$ cat src/rtl/imem_loader_pkg.sv
// Shared definitions for the instruction-memory loader.
//   - frame constants (header / checksum / byte / word widths)
//   - default memory depth
//   - loader state encoding
package imem_loader_pkg;

    localparam int DEPTH_DEF = 32;
    localparam int HDR_W     = 8;
    localparam int CHK_W     = 8;
    localparam int BYTE_W    = 8;
    localparam int WORD_W    = 32;

    typedef enum logic [2:0] {
        ST_IDLE = 3'd0,
        ST_HDR  = 3'd1,
        ST_DATA = 3'd2,
        ST_WR   = 3'd3,
        ST_CHK  = 3'd4,
        ST_DONE = 3'd5,
        ST_ERR  = 3'd6
    } state_t;

endpackage

$ cat src/rtl/imem_loader_if.sv
// Byte-stream input and instruction-memory write bus of the loader.
//   s_valid_i / s_data_i / s_ready_o : byte stream (source -> loader)
//   im_we_o / im_addr_o / im_data_o  : word writes (loader -> memory)
// modport slave  : loader side
// modport master : stream source / memory model side
interface imem_loader_if
    import imem_loader_pkg::*;
#(
    parameter int AW = 5
) ();
    logic              s_valid_i;
    logic [BYTE_W-1:0] s_data_i;
    logic              s_ready_o;
    logic              im_we_o;
    logic [AW-1:0]     im_addr_o;
    logic [WORD_W-1:0] im_data_o;

    modport slave (
        input  s_valid_i, s_data_i,
        output s_ready_o, im_we_o, im_addr_o, im_data_o
    );

    modport master (
        output s_valid_i, s_data_i,
        input  s_ready_o, im_we_o, im_addr_o, im_data_o
    );
endinterface

$ cat src/rtl/imem_loader_asm.sv
// Byte-to-word assembler: 32-bit shift register (new byte enters bits 7:0)
// and a 2-bit byte counter.
//   clk_i, rst_i : clock, async active-low reset
//   clr_i        : clear counter and register at the start of a load
//   shift_i      : accept byte_i this cycle
//   byte_i       : incoming byte
//   word_o       : assembled word (complete after the 4th shift)
//   last_o       : the byte currently offered is the 4th of a word
module imem_loader_asm
    import imem_loader_pkg::*;
(
    input  logic              clk_i,
    input  logic              rst_i,
    input  logic              clr_i,
    input  logic              shift_i,
    input  logic [BYTE_W-1:0] byte_i,
    output logic [WORD_W-1:0] word_o,
    output logic              last_o
);
    logic [WORD_W-1:0] sr_q;
    logic [1:0]        cnt_q;

    always_ff @(posedge clk_i or negedge rst_i) begin
        if (!rst_i) begin
            sr_q  <= '0;
            cnt_q <= '0;
        end else if (clr_i) begin
            sr_q  <= '0;
            cnt_q <= '0;
        end else if (shift_i) begin
            sr_q  <= {sr_q[WORD_W-BYTE_W-1:0], byte_i};
            cnt_q <= cnt_q + 2'd1;
        end
    end

    assign word_o = sr_q;
    assign last_o = (cnt_q == 2'd3);
endmodule

$ cat src/rtl/imem_loader.sv
// Boot loader: receives a framed byte stream (header N, 4*N data bytes MSB
// first, XOR checksum of the data bytes) and writes N words into
// instruction memory, releasing the CPU reset only after a good checksum.
//   clk_i, rst_i : clock, async active-low reset
//   start_i      : begin a load (honoured in IDLE / DONE / ERR)
//   bus          : byte stream in, memory write out (imem_loader_if.slave)
//   cpu_rst_o    : active-low CPU reset, high only after a good load
//   busy_o       : load in progress
//   done_o       : one-cycle pulse on success
//   err_o        : high while in ERR
//
// state | meaning
// IDLE  | after reset, waiting for start_i
// HDR   | waiting for the word-count byte
// DATA  | collecting the 4 bytes of a word
// WR    | one-cycle memory write of the assembled word
// CHK   | waiting for the checksum byte
// DONE  | load good, CPU released, waiting for start_i
// ERR   | bad header or checksum, CPU held, waiting for start_i
module imem_loader
    import imem_loader_pkg::*;
#(
    parameter int DEPTH = DEPTH_DEF,
    parameter int AW    = 5
) (
    input  logic         clk_i,
    input  logic         rst_i,
    input  logic         start_i,
    imem_loader_if.slave bus,
    output logic         cpu_rst_o,
    output logic         busy_o,
    output logic         done_o,
    output logic         err_o
);
    localparam int IW = AW + 1;   // one extra bit so the index can reach N=DEPTH
    localparam logic [HDR_W-1:0] DEPTH_B = HDR_W'(DEPTH);

    state_t            state_q, state_d;
    logic              s_ready, start_clr, asm_last;
    logic [HDR_W-1:0]  n_q;
    logic [IW-1:0]     idx_q, idx_inc;
    logic [CHK_W-1:0]  csum_q;
    logic [AW-1:0]     addr_hold_q;
    logic [WORD_W-1:0] data_hold_q, asm_word;
    logic              done_q, cpu_rst_q;
    logic              accept;

    assign idx_inc = idx_q + 1'b1;
    assign accept  = bus.s_valid_i & s_ready;

    always_ff @(posedge clk_i or negedge rst_i) begin
        if (!rst_i) state_q <= ST_IDLE;
        else        state_q <= state_d;
    end

    always_comb begin
        state_d   = state_q;
        s_ready   = 1'b0;
        busy_o    = 1'b0;
        err_o     = 1'b0;
        start_clr = 1'b0;
        case (state_q)
            ST_IDLE, ST_DONE, ST_ERR: begin
                err_o = (state_q == ST_ERR);
                if (start_i) begin
                    state_d   = ST_HDR;
                    start_clr = 1'b1;
                end
            end
            ST_HDR: begin
                s_ready = 1'b1;
                busy_o  = 1'b1;
                if (bus.s_valid_i) begin
                    if (bus.s_data_i == '0)          state_d = ST_CHK;
                    else if (bus.s_data_i > DEPTH_B) state_d = ST_ERR;
                    else                             state_d = ST_DATA;
                end
            end
            ST_DATA: begin
                s_ready = 1'b1;
                busy_o  = 1'b1;
                if (bus.s_valid_i && asm_last) state_d = ST_WR;
            end
            ST_WR: begin
                busy_o  = 1'b1;
                state_d = (HDR_W'(idx_inc) == n_q) ? ST_CHK : ST_DATA;
            end
            ST_CHK: begin
                s_ready = 1'b1;
                busy_o  = 1'b1;
                if (bus.s_valid_i)
                    state_d = (bus.s_data_i == csum_q) ? ST_DONE : ST_ERR;
            end
            default: state_d = ST_IDLE;
        endcase
    end

    always_ff @(posedge clk_i or negedge rst_i) begin
        if (!rst_i) begin
            n_q         <= '0;
            idx_q       <= '0;
            csum_q      <= '0;
            addr_hold_q <= '0;
            data_hold_q <= '0;
            done_q      <= 1'b0;
            cpu_rst_q   <= 1'b0;
        end else begin
            done_q <= 1'b0;
            if (start_clr) begin
                idx_q     <= '0;
                csum_q    <= '0;
                cpu_rst_q <= 1'b0;
            end
            if (state_q == ST_HDR && accept)
                n_q <= bus.s_data_i;
            if (state_q == ST_DATA && accept)
                csum_q <= csum_q ^ bus.s_data_i;
            if (state_q == ST_WR) begin
                addr_hold_q <= idx_q[AW-1:0];
                data_hold_q <= asm_word;
                idx_q       <= idx_inc;
            end
            if (state_q == ST_CHK && accept && bus.s_data_i == csum_q) begin
                done_q    <= 1'b1;
                cpu_rst_q <= 1'b1;
            end
        end
    end

    imem_loader_asm u_asm (
        .clk_i   (clk_i),
        .rst_i   (rst_i),
        .clr_i   (start_clr),
        .shift_i (state_q == ST_DATA && accept),
        .byte_i  (bus.s_data_i),
        .word_o  (asm_word),
        .last_o  (asm_last)
    );

    // The shift register is stable during WR (no byte accepted), so it drives
    // the write directly; the hold registers keep the last write visible.
    assign bus.s_ready_o = s_ready;
    assign bus.im_we_o   = (state_q == ST_WR);
    assign bus.im_addr_o = (state_q == ST_WR) ? idx_q[AW-1:0] : addr_hold_q;
    assign bus.im_data_o = (state_q == ST_WR) ? asm_word : data_hold_q;
    assign done_o        = done_q;
    assign cpu_rst_o     = cpu_rst_q;
endmodule

$ cat src/flat_wrapper.sv
// flat-port wrapper written by rule: the top's interface ports become plain ports
module imem_loader_flat import imem_loader_pkg::*;
#(
    parameter int DEPTH = DEPTH_DEF,
    parameter int AW    = 5
)
  (clk_i, rst_i, start_i, cpu_rst_o, busy_o, done_o, err_o, bus_s_valid_i, bus_s_data_i, bus_s_ready_o, bus_im_we_o, bus_im_addr_o, bus_im_data_o);
  imem_loader_if #(.AW(AW)) bus_i ();
  input  logic clk_i;
  input  logic rst_i;
  input  logic start_i;
  output logic cpu_rst_o;
  output logic busy_o;
  output logic done_o;
  output logic err_o;
  input wire logic [$bits(bus_i.s_valid_i)-1:0] bus_s_valid_i;
  input wire logic [$bits(bus_i.s_data_i)-1:0] bus_s_data_i;
  output wire logic [$bits(bus_i.s_ready_o)-1:0] bus_s_ready_o;
  output wire logic [$bits(bus_i.im_we_o)-1:0] bus_im_we_o;
  output wire logic [$bits(bus_i.im_addr_o)-1:0] bus_im_addr_o;
  output wire logic [$bits(bus_i.im_data_o)-1:0] bus_im_data_o;
  assign bus_i.s_valid_i = bus_s_valid_i;
  assign bus_i.s_data_i = bus_s_data_i;
  assign bus_s_ready_o = bus_i.s_ready_o;
  assign bus_im_we_o = bus_i.im_we_o;
  assign bus_im_addr_o = bus_i.im_addr_o;
  assign bus_im_data_o = bus_i.im_data_o;
  imem_loader #(.DEPTH(DEPTH), .AW(AW)) u_core (.clk_i(clk_i), .rst_i(rst_i), .start_i(start_i), .bus(bus_i), .cpu_rst_o(cpu_rst_o), .busy_o(busy_o), .done_o(done_o), .err_o(err_o));
endmodule
$ cat config.mk
export PLATFORM = sky130hd
export DESIGN_NAME = imem_loader_flat
export DESIGN_NICKNAME = d
export VERILOG_FILES = /design/src/rtl/imem_loader_pkg.sv /design/src/rtl/imem_loader_if.sv /design/src/rtl/imem_loader_asm.sv /design/src/rtl/imem_loader.sv /design/src/flat_wrapper.sv
export SDC_FILE = /design/constraint.sdc
export NUM_CORES = 1
export LEC_CHECK = 0
export ABC_AREA = 1
export CORE_ASPECT_RATIO = 0.5
export CORE_MARGIN = 2
export CORE_UTILIZATION = 55
export CTS_BUF_LIST = sky130_fd_sc_hd__clkbuf_4 sky130_fd_sc_hd__clkbuf_8
export DETAILED_ROUTE_END_ITERATION = 8
export GPL_TIMING_DRIVEN = 0
export PLACE_DENSITY = 0.77
export SLEW_MARGIN = 20
export SYNTH_ARGS = -nofsm -noshare
export SYNTH_HDL_FRONTEND = slang
export SYNTH_SLANG_ARGS = --single-unit
$ cat constraint.sdc
create_clock -name clk_i -period 4.6 [get_ports clk_i]
set_input_delay 0.92 -clock clk_i [delete_from_list [all_inputs] [get_ports clk_i]]
set_output_delay 0.92 -clock clk_i [all_outputs]
set_load 0.03 [all_outputs]
==> impl_metrics.env <==
export IMPL_flow_area_growth_from_synthesis_pct=20.6
export IMPL_proportion_of_register_bits_with_asynchronous_set_or_reset_after_synthesis_pct=100
export IMPL_slew_limit_headroom_pct=62.6
export IMPL_ys_seq_area_share_pct=58.0
export IMPL_fraction_of_final_layout_cells_with_drive_strength_greater_than_1_pct=7.33
export IMPL_worst_setup_path_end_kind="output pin"
export IMPL_ios=55
export IMPL_grt_max_degree=82
export IMPL_crit_type="reg2out"
export IMPL_initial_core_utilization_pct=57.3
export IMPL_drt_wl_total_um=8920
export IMPL_cp_start_kind="register"
export IMPL_critical_path_fanouts_max=10
export IMPL_rr_startpoint="u_core.state_q[1]$_DFFE_PN0P_"
export IMPL_tritoncts_num_buffers=9
export IMPL_cts_setup_buffers=0
export IMPL_stdcell_count=642
export IMPL_core_sq_um=7380
export IMPL_synth_cells_most_frequent="165 x nand2_1, 98 x dfrtp_1, 63 x inv_1, 32 x a22oi_1, 23 x o21ai_0"
export IMPL_timing_fmax_mhz=268
export IMPL_period_share_pct=81.1
export IMPL_place_detailed_hpwl_um=6340
export IMPL_cts_tree="built"
export IMPL_mappedNetlistNets=489
export IMPL_finalCriticalPeriod_ns=3.73
export IMPL_outcome="complete, no violations"
export IMPL_netlist_instances=475
export IMPL_antenna_violating_nets_left=0
export IMPL_skew_ns=0.00702
export IMPL_setup_viol=0
export IMPL_clock_root_buffer="clkbuf_8"
export IMPL_cpMaxStageDelayCell="clkdlybuf4s50_1"
export IMPL_ir_drop_mv=0.314
export IMPL_cts_resized=0
export IMPL_cts_clk_slew_worst_paths_ns=0.10
export IMPL_grt_overflow_total=0
export IMPL_p_leak_nw=2.78
export IMPL_ys_top_cells_by_area="dfrtp_1 58%, nand2_1 15%, a22oi_1 5.7%"
export IMPL_placed_cells_incl_taps=626
export IMPL_ctsHoldBuffers=0
export IMPL_dr_first_iter_drc_count=240
export IMPL_insertion_delay_to_the_later_sink_of_the_worst_skew_pair_ns=0.38
export IMPL_nNetsFinal=555
export IMPL_max_cap_violations=0
export IMPL_numClockSinks=98
export IMPL_die_h_um=66.0
export IMPL_antenna_violations_before_repair=0
export IMPL_buffer_ports_inserted=54
export IMPL_mappedNetlistArea_sq_um=4230
export IMPL_yosysMostFrequentCell="nand2_1"
export IMPL_critPathMostFrequentCell="nand2_1"
export IMPL_synth_seq_cells=98
export IMPL_synth_area_leader_cell="dfrtp_1"
export IMPL_post_route_util_pct=69.1
export IMPL_die_area_sq_um=8440
export IMPL_maximum_single_stage_delay_on_the_critical_path_ns=0.67
export IMPL_cp_data_required_time_ns=3.68
export IMPL_yosysTopAreaCellShare_pct=58.0
export IMPL_netlist_cell_type_count=26
export IMPL_worst_r2r_path_depth=7
export IMPL_number_of_global_route_vias_before_repair=3233
export IMPL_cts_max_path_buffers=2
export IMPL_synth_top_flop_cell="dfrtp_1"
export IMPL_final_number_of_hold_violating_endpoints=0
export IMPL_route_detailed_drc=0
export IMPL_unrepaired_setup_endpoints_after_global_routing="no"
export IMPL_vias=3285
export IMPL_route_detailed_vias_per_inst=5.12
export IMPL_htree_levels=3
export IMPL_timing_critical_path_arrival_ns=2.81
export IMPL_slew_viol_final=0
export IMPL_synth_area_per_cell_sq_um=8.90
export IMPL_grt_first_pass_wirelength_um=15300
export IMPL_number_of_synthesized_flops_with_an_enable_pin=0
export IMPL_setup_total_negative_slack_ns=0
export IMPL_die_w_um=128
export IMPL_n_antenna_cell=0
export IMPL_drt_pre_antenna_iters=4
export IMPL_placement_rows=22
export IMPL_tightestPinTransition_ns=0.561
export IMPL_timing_critical_path_cells="inv_2 -> nor2_1 -> nand2_1 -> clkbuf_1 -> clkbuf_1 -> nand2_1 -> nand2_1 -> clkdlybuf4s50_1"
export IMPL_r2r_end="u_core.data_hold_q[29]$_DFF_PN0_"
export IMPL_globalplace_congestion=0.834
export IMPL_synth_warnings=0
export IMPL_timing_hold_worst_class="in2async"
export IMPL_p_per_area_nw_per_um2=612
export IMPL_worst_case_register_to_register_setup_slack_ns=2.77
export IMPL_grt_total_usage_pct=23.8
export IMPL_routedWlPerCell_um=13.9
-- power by group --
part           internal, mW  leakage [nW]  switching, mW
sequential             1.10          1.33          0.170
combinational         0.502          1.36          0.824
clock                 0.209        0.0873          0.313
-- critical path, delay by kind of cell, from the launching register on --
| family | cells | cell delay (ns) |
|---|---|---|
| buffers and inverters | 4 | 1.66 |
| flip-flops | 1 | 0.43 |
| AND/OR/NAND/NOR | 4 | 0.35 |
-- metal layers --
| layer | GRT usage, % | vias to the layer above | part of all wire [%] |
|---|---|---|---|
| met2 | 37.9 | 85 | 47 |
| met4 | 7.83 | 0 | 1.2 |
| met3 | 6.88 | 12 | 5.9 |
| li1 | - | 1621 | - |
| met1 | 31.9 | 1567 | 46 |
| met5 | 0 | - | 0 |
-- how the worst max path moves through the flow --
stage	startpoint	to	depth (start not counted)
final	u_core.state_q[1]$_DFFE_PN0P_	bus_im_data_o[29]	8
after detailed placement	u_core.state_q[1]$_DFFE_PN0P_	bus_im_data_o[29]	8
after floorplan	u_core.state_q[2]$_DFFE_PN0P_	bus_im_data_o[22]	6
after CTS	u_core.state_q[1]$_DFFE_PN0P_	bus_im_data_o[28]	8
after global routing	u_core.state_q[1]$_DFFE_PN0P_	bus_im_data_o[24]	8
after global placement	rst_i	u_core.addr_hold_q[3]$_DFF_PN0_	1
-- stage by stage --
| stage | power, mW | hold WS [ns] | instance area [sq um] | setup WS, ns |
|---|---|---|---|---|
| detailed placement | 2.61 | 0.461 | 4910 | 1.27 |
| global route | 3.35 | 0.337 | 5100 | 0.631 |
| global placement | 2.57 | 0.460 | 4890 | -0.971 |
| CTS | 3.14 | 0.342 | 5100 | 0.816 |
| floorplan | 2.14 | 0.457 | 4230 | 2.13 |
| finish | 3.12 | 0.354 | 5100 | 0.870 |
-- registers in the layout, indices dropped and copies added (netlist names) --
signal	flops
u_core.cpu_rst_o	1
u_core.state_q	3
u_core.data_hold_q	32
u_core.idx_q	6
u_core.done_o	1
u_core.addr_hold_q	5
u_core.u_asm.word_o	32
u_core.csum_q	8
u_core.n_q	8
u_core.u_asm.cnt_q	2
-- logic make-up (layout without fill, tap and decap cells) --
group / after synthesis / in the layout / share of synthesized area (%)
muxes: 3 / 3 / 0.799
AOI/OAI and AO/OA: 66 / 66 / 10.1
and+or+nand+nor: 213 / 213 / 20.3
adders and majority gates: 2 / 2 / 0.592
xor gates and xnor gates: 9 / 9 / 1.87
DFF: 98 / 98 / 58.0
buffers and inverters: 84 / 155 / 8.29
-- area by class of cell --
type                            count  area [sq um]
Tap cell                           96           120
Multi-Input combinational cell    293          1420
Timing Repair Buffer               55           569
Inverter                           68           255
Clock buffer                       10           131
Sequential cell                    98          2450
Buffer                             16          95.1
Fill cell                         613          2280
Clock inverter                      6          50.0
-- layout by cell type (no fill, tap or decap), types with 2 or more instances in the layout --
cell type / n
nand2_1: 165
dfrtp_1: 98
inv_1: 63
clkdlybuf4s50_1: 53
a22oi_1: 32
o21ai_0: 23
nor2_1: 22
nand3_1: 18
xnor2_1: 9
clkbuf_8: 9
clkbuf_1: 8
inv_2: 5
buf_6: 5
buf_2: 4
o22ai_1: 4
mux2_2: 3
a21oi_1: 3
inv_6: 3
o21ai_1: 2
nand2_2: 2
ha_1: 2
clkinvlp_4: 2
Power figures use the tool's default switching activity.
